$ cat src/rtl/hd6309_pkg.sv
// Shared types and constants for the HD6309 DMA bus arbiter.
package hd6309_pkg;

  typedef enum logic [2:0] {
    ST_IDLE,
    ST_REQUEST,
    ST_GRANT,
    ST_RELEASE,
    ST_HOLDOFF
  } arb_state_e;

  // {BA, BS} value meaning the core has handed the bus over.
  localparam logic [1:0] BUS_GRANTED = 2'b11;

  // Core's internal DMA cycle limit before it forces a refresh.
  localparam int unsigned DMA_REFRESH_LIMIT = 15;

endpackage

$ cat src/rtl/hd6309_rr_pick.sv
// Combinational round-robin selector: first asserted request at or after ptr.
module hd6309_rr_pick #(
  parameter int unsigned NREQ = 4
) (
  input  logic [NREQ-1:0] req,
  input  logic [2:0]      ptr,
  output logic [2:0]      idx,
  output logic            valid
);

  localparam int unsigned IW = (NREQ > 1) ? $clog2(NREQ) : 1;

  logic [IW-1:0] j;

  always_comb begin
    idx   = '0;
    valid = 1'b0;
    j     = '0;
    for (int unsigned i = 0; i < NREQ; i++) begin
      j = IW'((32'(ptr) + i) % NREQ);
      if (!valid && req[j]) begin
        valid = 1'b1;
        idx   = 3'(j);
      end
    end
  end

endmodule

$ cat src/rtl/hd6309_dma_arb.sv
// Round-robin DMA bus arbiter for the HD6309: drives nDMABREQ, bounds bursts,
// and inserts CPU hold-off slots between bursts.
module hd6309_dma_arb
  import hd6309_pkg::*;
#(
  parameter int unsigned NREQ      = 4,
  parameter int unsigned MAX_BURST = 14,
  parameter int unsigned CPU_SLOTS = 2,
  parameter int unsigned TIMEOUT   = 64
) (
  input  logic            E,
  input  logic            RESET,
  input  logic [NREQ-1:0] REQ,
  input  logic            BA,
  input  logic            BS,
  output logic            nDMABREQ,
  output logic [NREQ-1:0] GNT,
  output logic [2:0]      GNT_ID,
  output logic            BUSOWN,
  output logic            ERR
);

  localparam int unsigned TW = $clog2(TIMEOUT + 1);
  localparam int unsigned HW = $clog2(CPU_SLOTS + 1);

  if (MAX_BURST < 1 || MAX_BURST > DMA_REFRESH_LIMIT) begin : g_burst_chk
    $error("MAX_BURST must be within 1..DMA_REFRESH_LIMIT");
  end

  arb_state_e    state;
  logic [2:0]    ptr;
  logic [TW-1:0] tcnt;
  logic [3:0]    bcnt;
  logic [HW-1:0] hcnt;

  logic [2:0] pick_idx;
  logic       pick_valid;
  logic       granted;
  logic       win_req;

  hd6309_rr_pick #(.NREQ(NREQ)) u_pick (
    .req   (REQ),
    .ptr   (ptr),
    .idx   (pick_idx),
    .valid (pick_valid)
  );

  assign granted = ({BA, BS} == BUS_GRANTED);

  always_comb begin
    win_req = 1'b0;
    for (int unsigned i = 0; i < NREQ; i++) begin
      if (GNT_ID == 3'(i)) win_req = REQ[i];
    end
  end

  always_ff @(posedge E) begin
    if (RESET) begin
      state    <= ST_IDLE;
      ptr      <= '0;
      tcnt     <= '0;
      bcnt     <= '0;
      hcnt     <= '0;
      nDMABREQ <= 1'b1;
      GNT      <= '0;
      GNT_ID   <= '0;
      BUSOWN   <= 1'b0;
      ERR      <= 1'b0;
    end else begin
      case (state)
        ST_IDLE: begin
          if (pick_valid) begin
            GNT_ID   <= pick_idx;
            nDMABREQ <= 1'b0;
            tcnt     <= '0;
            state    <= ST_REQUEST;
          end
        end
        ST_REQUEST: begin
          // Abort wins over grant and timeout so a withdrawn request never sees GNT.
          if (!win_req) begin
            nDMABREQ <= 1'b1;
            state    <= ST_RELEASE;
          end else if (granted) begin
            GNT    <= NREQ'(1) << GNT_ID;
            BUSOWN <= 1'b1;
            ptr    <= (GNT_ID == 3'(NREQ - 1)) ? 3'd0 : GNT_ID + 3'd1;
            bcnt   <= 4'd1;
            state  <= ST_GRANT;
          end else if (tcnt == TW'(TIMEOUT - 1)) begin
            ERR      <= 1'b1;
            nDMABREQ <= 1'b1;
            tcnt     <= TW'(TIMEOUT);
            state    <= ST_RELEASE;
          end else begin
            tcnt <= tcnt + TW'(1);
          end
        end
        ST_GRANT: begin
          if (!win_req || !granted || bcnt >= 4'(MAX_BURST)) begin
            GNT      <= '0;
            BUSOWN   <= 1'b0;
            nDMABREQ <= 1'b1;
            state    <= ST_RELEASE;
          end else begin
            bcnt <= bcnt + 4'd1;
          end
        end
        ST_RELEASE: begin
          if (!BA) begin
            hcnt  <= '0;
            state <= ST_HOLDOFF;
          end
        end
        ST_HOLDOFF: begin
          if (hcnt == HW'(CPU_SLOTS - 1)) state <= ST_IDLE;
          else                            hcnt  <= hcnt + HW'(1);
        end
        default: state <= ST_IDLE;
      endcase
    end
  end

endmodule
$ cat config.mk
export PLATFORM = sky130hd
export DESIGN_NAME = hd6309_dma_arb
export DESIGN_NICKNAME = d
export VERILOG_FILES = /design/src/rtl/hd6309_pkg.sv /design/src/rtl/hd6309_rr_pick.sv /design/src/rtl/hd6309_dma_arb.sv
export SDC_FILE = /design/constraint.sdc
export NUM_CORES = 1
export LEC_CHECK = 0
export ABC_AREA = 1
export BUFFER_PORTS_ARGS = -buffer_cell sky130_fd_sc_hd__buf_2
export CAP_MARGIN = 20
export CORE_ASPECT_RATIO = 1.1
export CORE_MARGIN = 2
export CORE_UTILIZATION = 40
export DETAILED_ROUTE_END_ITERATION = 10
export PLACE_DENSITY = 0.54
export SETUP_SLACK_MARGIN = 0.3
export SLEW_MARGIN = 20
export SYNTH_ARGS = -nofsm -noshare
export SYNTH_HDL_FRONTEND = slang
export SYNTH_SLANG_ARGS = --single-unit
$ cat constraint.sdc
create_clock -name E -period 2.1 [get_ports E]
set_input_delay 0.42 -clock E [delete_from_list [all_inputs] [get_ports E]]
set_output_delay 0.42 -clock E [all_outputs]
set_load 0.01 [all_outputs]
# ---- Yosys cells after proc, flatten, opt, wreduce, memory -nomap -nowiden
# Index checks and enable logic that the tools add are counted.
dict set report word_totals {
  output_inout_bits 10
  word_cells 126
  in_bits 8
  ff_bits 28
}
dict set report classes {
  eq_ne 22
  n_addsub 7
  bitwise 1
  mux 55
  magnitude_cmp 5
  reduce_logical 25
  shift 1
}
# operator n
set op_table {}
lappend op_table {{two-way mux 3 bit} 10}
lappend op_table {{two-way mux 7 bit} 4}
lappend op_table {{two-way mux 4 bit} 6}
lappend op_table {{two-way mux 1 bit} 20}
lappend op_table {{inequality test 2 bit, second input constant} 9}
lappend op_table {{case mux 4 bit (2 select lines)} 2}
lappend op_table {{AND reduction 4 bit} 4}
lappend op_table {{case mux 3 bit (5 select lines)} 1}
lappend op_table {{case mux 7 bit (2 select lines)} 1}
lappend op_table {{equality test 3 x 2 -> 1 bit, second input constant} 4}
lappend op_table {{less-than comparator 2 x 3 -> 1 bit, second input constant} 4}
lappend op_table {{AND reduction 5 bit} 2}
lappend op_table {{binary-select mux 1 bit (select 2 bit)} 4}
lappend op_table {{two-way mux 2 bit} 4}
lappend op_table {{adder 7 x 1 -> 7 bit, second input constant} 1}
lappend op_table {{equality test 7 x 6 -> 1 bit, second input constant} 1}
lappend op_table {{adder 2 x 1 -> 2 bit, second input constant} 3}
lappend op_table {{equality test 3 x 1 -> 1 bit, second input constant} 2}
lappend op_table {{zero test 3 bit} 2}
lappend op_table {{inequality test 3 bit, second input constant} 2}
lappend op_table {{AND reduction 3 bit} 2}
lappend op_table {{nonzero test 2 bit} 3}
lappend op_table {{zero test 1 bit} 5}
lappend op_table {{adder 2 bit, second input constant} 2}
lappend op_table {{15 further kinds} 18}

# ---- Logic depth before layout (Yosys ltp)
dict set report depth {
  depth_word 14
  mapped_depth 13
  depth_no_buf 13
}

# ---- Modules after synthesis
# Synthesis repeated with hierarchy kept, for this count alone.
dict set report hier_totals {
  hier_cells 279
  area_unflattened_um2 1901.8
}
# mod seq_area_each_um2 instances cells_per_inst area_per_inst_um2
set by_module_without_submodules {}
lappend by_module_without_submodules {hd6309_dma_arb 580.6 1 218 1571.5}
lappend by_module_without_submodules {hd6309_rr_pick 0.0 1 61 330.3}

# ---- Worst setup path before layout
# Ideal clock, no wire load.
dict set report synth_timing {
  path_kind {reg-to-reg}
  from {register GNT_ID[0]}
  to {register tcnt[1]}
  path_slack_ns 0.426
  required_ns 1.972
  arrival_time_ns 1.546
  period_less_slack_ns 1.674
  stages_incl_launch_ff 13
  setup_ns 0.128
  path_buffers 0
  cell_sequence {dfxtp_1 inv_1 ha_1 inv_1 nand3_1 nand2_1 nand3_1 inv_1 nand2_1 nand2_2 nand2_1 nand2_1 nor2_1}
}
dict set report synth_via {
  elab_chain_cells 7
  word_cells_on_any_way 10
  cone_classes {4 x eq/ne; 4 x mux; 2 x reduce/logical}
}
# element line_no
set synth_lines {}
lappend synth_lines {{from (decl)} hd6309_dma_arb.sv:18} ;# output logic [2:0] GNT_ID,
lappend synth_lines {{from (signal assigned)} hd6309_dma_arb.sv:73} ;# GNT_ID <= pick_idx;
lappend synth_lines {{zero test 3 bit} hd6309_dma_arb.sv:53} ;# if (GNT_ID == 3'(i)) win_req = REQ[i];
lappend synth_lines {{two-way mux 1 bit (3 in a row)} hd6309_dma_arb.sv:53}
lappend synth_lines {{two-way mux 1 bit *} hd6309_dma_arb.sv:53}
lappend synth_lines {{inequality test 2 bit (no source line) *} --}
lappend synth_lines {{AND reduction 4 bit (no source line) *} --}
lappend synth_lines {{to (signal assigned)} hd6309_dma_arb.sv:93} ;# tcnt <= TW'(TIMEOUT);
lappend synth_lines {{to (signal assigned)} hd6309_dma_arb.sv:96} ;# tcnt <= tcnt + TW'(1);
lappend synth_lines {{to (decl)} hd6309_dma_arb.sv:32} ;# logic [TW-1:0] tcnt;
# Mark *: on every way between the ends. The rest lies on a longest branch, timed or not.
# A chain may end at the register's enable or synchronous reset.

# ---- Worst setup path in the final report
dict set report layout_timing {
  from {register GNT_ID[1]}
  to {register state[1]}
}
dict set report layout_via {
  elab_chain_cells 10
  word_cells_on_any_way 16
  cone_classes {5 x eq/ne; 6 x mux; 5 x reduce/logical}
}
# element line_no
set layout_lines {}
lappend layout_lines {{zero test 3 bit} hd6309_dma_arb.sv:53}
lappend layout_lines {{two-way mux 1 bit (3 in a row)} hd6309_dma_arb.sv:53}
lappend layout_lines {{two-way mux 1 bit *} hd6309_dma_arb.sv:53}
lappend layout_lines {{zero test 1 bit} hd6309_dma_arb.sv:100} ;# if (!win_req || !granted || bcnt >= 4'(MAX_BURST)) begin
lappend layout_lines {{logical OR 1 bit (2 in a row)} hd6309_dma_arb.sv:100}
lappend layout_lines {{inequality test 2 bit (no source line)} --}
lappend layout_lines {{AND reduction 5 bit (no source line)} --}
lappend layout_lines {{to (signal assigned)} hd6309_dma_arb.sv:104} ;# state <= ST_RELEASE;
lappend layout_lines {{to (signal assigned)} hd6309_dma_arb.sv:112} ;# state <= ST_HOLDOFF;
lappend layout_lines {{to (signal assigned)} hd6309_dma_arb.sv:116} ;# if (hcnt == HW'(CPU_SLOTS - 1)) state <= ST_IDLE;
lappend layout_lines {{to (decl)} hd6309_dma_arb.sv:30} ;# arb_state_e state;
# Marked as above.

==> results by group <==
Final layout
  • # nets final: 302
  • Ant. Diodes: 0
  • Area Overhead vs Synth: 19.96%
  • Multi-input gate area: 1105 um2
  • Storage cell area: 550.5 um2
  • Final cell count without fillers: 337
  • Share of cells above drive strength 1: 25.26%
  • Fin util: 50.84%
  • Filler cell count: 433

Placement
  • Setup WS pre-CTS: 226.4 ps
  • IO Port Bufs: 16
  • Final GP Congestion: 0.8979
  • DP HPWL: 2932 um
  • Inst Count DP: 328

Floorplan
  • CORE AREA: 4024 um2
  • Die area: 4802 um2
  • Die Wd: 66.26 um
  • Starting Density: 42.38%
  • Site Rows: 24
  • Die Ht: 72.48 um
  • I/O Pins: 18

Yosys
  • Synthesized flop and latch total: 27
  • Sequential fraction of the synthesis area: 31.69%
  • Post-synth top area share: 31.69%
  • Post-synthesis cell count: 261
  • Synth warn: 0
  • Synth cell types: 34
  • Top cell type by total area after synthesis: dfxtp_1
  • Synthesized cell area: 1705 um2
  • Synth top area cells: dfxtp_1, nand2_1, nor2_1
  • Synth Net Count: 277
  • Synthesized area per cell: 6.534 um2

Worst setup path
  • Slowest CP cell: dfxtp_4
  • CP Launch Type: flop
  • Req. time, crit path: 2280 ps
  • Crit path from: GNT_ID[1]$_SDFFE_PP0P_
  • Reg2Reg Setup Slack: 440 ps
  • R2R Path End: state[1]$_SDFFE_PP0P_
  • Worst R2R Path Depth: 12
  • Top cell by count, worst path: nand2_1
  • CP Class: flop to flop
  • Crit-path max FO: 5
  • Critical-path cell list: buf_6 > ha_4 > inv_2 > nand3_2 > nand2_4 > nand4_1 > nand2_1 > nor2_2 > nand2_2 > nand2_1 > nand2_1 > nor2_1
  • Critical path destination: state[1]$_SDFFE_PP0P_
  • Worst stage delay on the critical path: 370 ps
  • Critical Path AT: 1840 ps
  • Critical path endpoint category: flop
  • Worst r2r src: GNT_ID[1]$_SDFFE_PP0P_

Detailed routing
  • Avg Vias per Cell: 4.979
  • 1st-iter DRT viols: 76
  • Vias: 1678
  • # DRC: 0
  • Antenna Nets Post-Route: 0
  • Wirelength, routed: 3910 um
  • DR WL/cell: 11.60 um
  • Pre-antenna DRT Iters: 4

STA
  • Clock skew: 4.775 ps
  • Final Setup Violations: 0
  • Tmin final: 1663 ps
  • Setup ws final: 437.2 ps
  • Setup_tns: 0 ps
  • Fin crit share: 79.18%
  • RSZ-0062 raised after global routing: no
  • FMAX: 601.4 MHz
  • Final hold vios: 0
  • Fin. max-slew vios: 0

Power and ir drop
  • Pwr Total: 2.269 mW
  • Leak: 0.9023 nW
  • Pwr dens: 1109 nW/um2
  • Max rail drop VDD: 0.5903 mV

CTS
  • H-Tree Depth: 1
  • TritonCTS Sinks: 27
  • CTS Buf Count: 3
  • Clk root buf: clkbuf_8
  • Clock buffer depth: 2
  • Worst-path clk slew: 100 ps
  • Number of hold buffers added after CTS: 0
  • TritonCTS clock tree: done
  • Worst-Skew Late Latency: 270 ps

Global routing
  • Vias in the first global route: 1491
  • Largest net degree at the start of global routing: 18
  • Number of antenna violations at the first check in global routing: 0
  • Total gr overflow: 0
  • First-pass GRT wire length: 6472 um
  • Gr usage total: 17.03%

Flow run
  • Max Cap Viol: 0

Outcome
  • Outcome: finished clean

Hold path
  • Hold Crit Class: flop to flop
  • Worst hold path startpoint: bcnt[3]$_SDFFE_PP0P_
## flip-flops by register name, indices dropped and copies added, names as in the netlist
register  count
tcnt          7
state         3
nDMABREQ      1
GNT           4
bcnt          4
GNT_ID        2
ptr           2
hcnt          2
BUSOWN        1
ERR           1
## worst max-delay path, delay by kind of cell, from the launching register on
family | cells | cell delay [ps]
buf+inv | 2 | 170
fa+ha+maj | 1 | 170
flops | 1 | 370
simple gates | 9 | 860
## power breakdown
| part | total [mW] | switching (mW) | internal, mW |
|---|---|---|---|
| Clock | 0.300 | 0.164 | 0.136 |
| Sequential | 0.722 | 0.104 | 0.618 |
| Combinational | 1.25 | 0.774 | 0.473 |
## placed cells by master, fill, tap and decap left out, drive strengths merged
| master | n |
|---|---|
| nand2 | 81 |
| inv | 33 |
| nor2 | 32 |
| dfxtp | 27 |
| buf | 25 |
| a21oi | 20 |
| nand3 | 18 |
| o21ai | 15 |
| nor3 | 8 |
| ha | 8 |
| nand4 | 4 |
| clkbuf | 4 |
| nor3b | 2 |
| o211ai | 1 |
| a31oi | 1 |
| and3 | 1 |
| nor4 | 1 |
| a211oi | 1 |
| xnor2 | 1 |
| nand3b | 1 |
| conb | 1 |
## cell usage after synthesis
cell type,count
nand3_2,1
nand2_1,72
o21ai_4,1
dfxtp_1,27
and3_1,1
buf_6,2
nand3b_1,1
nor3b_1,2
nand4_1,4
nand2_4,1
nor2_2,2
inv_2,5
o21ai_1,3
a211oi_1,1
nor2_4,1
a31oi_1,1
a21oi_1,20
inv_1,28
clkbuf_1,1
nor3_2,1
o21ai_0,9
nor2_1,29
o21ai_2,2
buf_4,1
o211ai_1,1
conb_1,1
nor4_1,1
nor3_1,6
ha_1,8
nand2_2,8
xnor2_1,1
nor3_4,1
nand3_1,17
buf_1,1
## repair_timing
item                       in CTS  in global routing
gates resized for setup         1                 34
pin swaps                       1                 13
buffers inserted                1                  4
setup endpoints to repair      12                 23
## kinds of logic after synthesis
logic type | after synthesis | share of synthesized area, %
AOI/OAI and AO/OA | 38 | 12.62
buffers and inverters | 38 | 9.464
DFF | 27 | 31.69
and+or+nand+nor | 148 | 39.62
xor gates and xnor gates | 1 | 0.5137
other | 1 | 0.2199
adders and majority gates | 8 | 5.870
## metal layers
layer  vias up  wire (um)  track usage [%]
met5         -          0                0
met4         0         27            3.401
met3         2         67            2.326
met2        13       1852            28.67
met1       776       1962            23.28
li1        887          -                -
## worst min path at each step
stage / endpoint / slack, ps / cells past startpoint
after floorplan: bcnt[3]$_SDFFE_PP0P_ / 430 / 2
after global placement: nDMABREQ$_SDFFE_PP1P_ / 440 / 2
after detailed placement: nDMABREQ$_SDFFE_PP1P_ / 440 / 2
after CTS: bcnt[3]$_SDFFE_PP0P_ / 460 / 2
after global routing: hcnt[1]$_SDFFE_PP0P_ / 490 / 2
final: bcnt[3]$_SDFFE_PP0P_ / 460 / 2
## per-stage QoR
step	cell area (um2)	hold slack [ps]
final	2046	460.7
after detailed placement	1843	442.1
after CTS	1898	464.3
after global routing	2046	490.7
after floorplan	1705	430.1
after global placement	1843	444.3
## area by class of cell
cell class                      instances  area share [%]
Inverter                               33           6.300
Clock buffer                            4           2.202
Timing Repair Buffer                   25           7.401
Tap cell                               52           3.180
Multi-Input combinational cell        196           54.01
Sequential cell                        27           26.91
(Power assumes the default switching activity.)
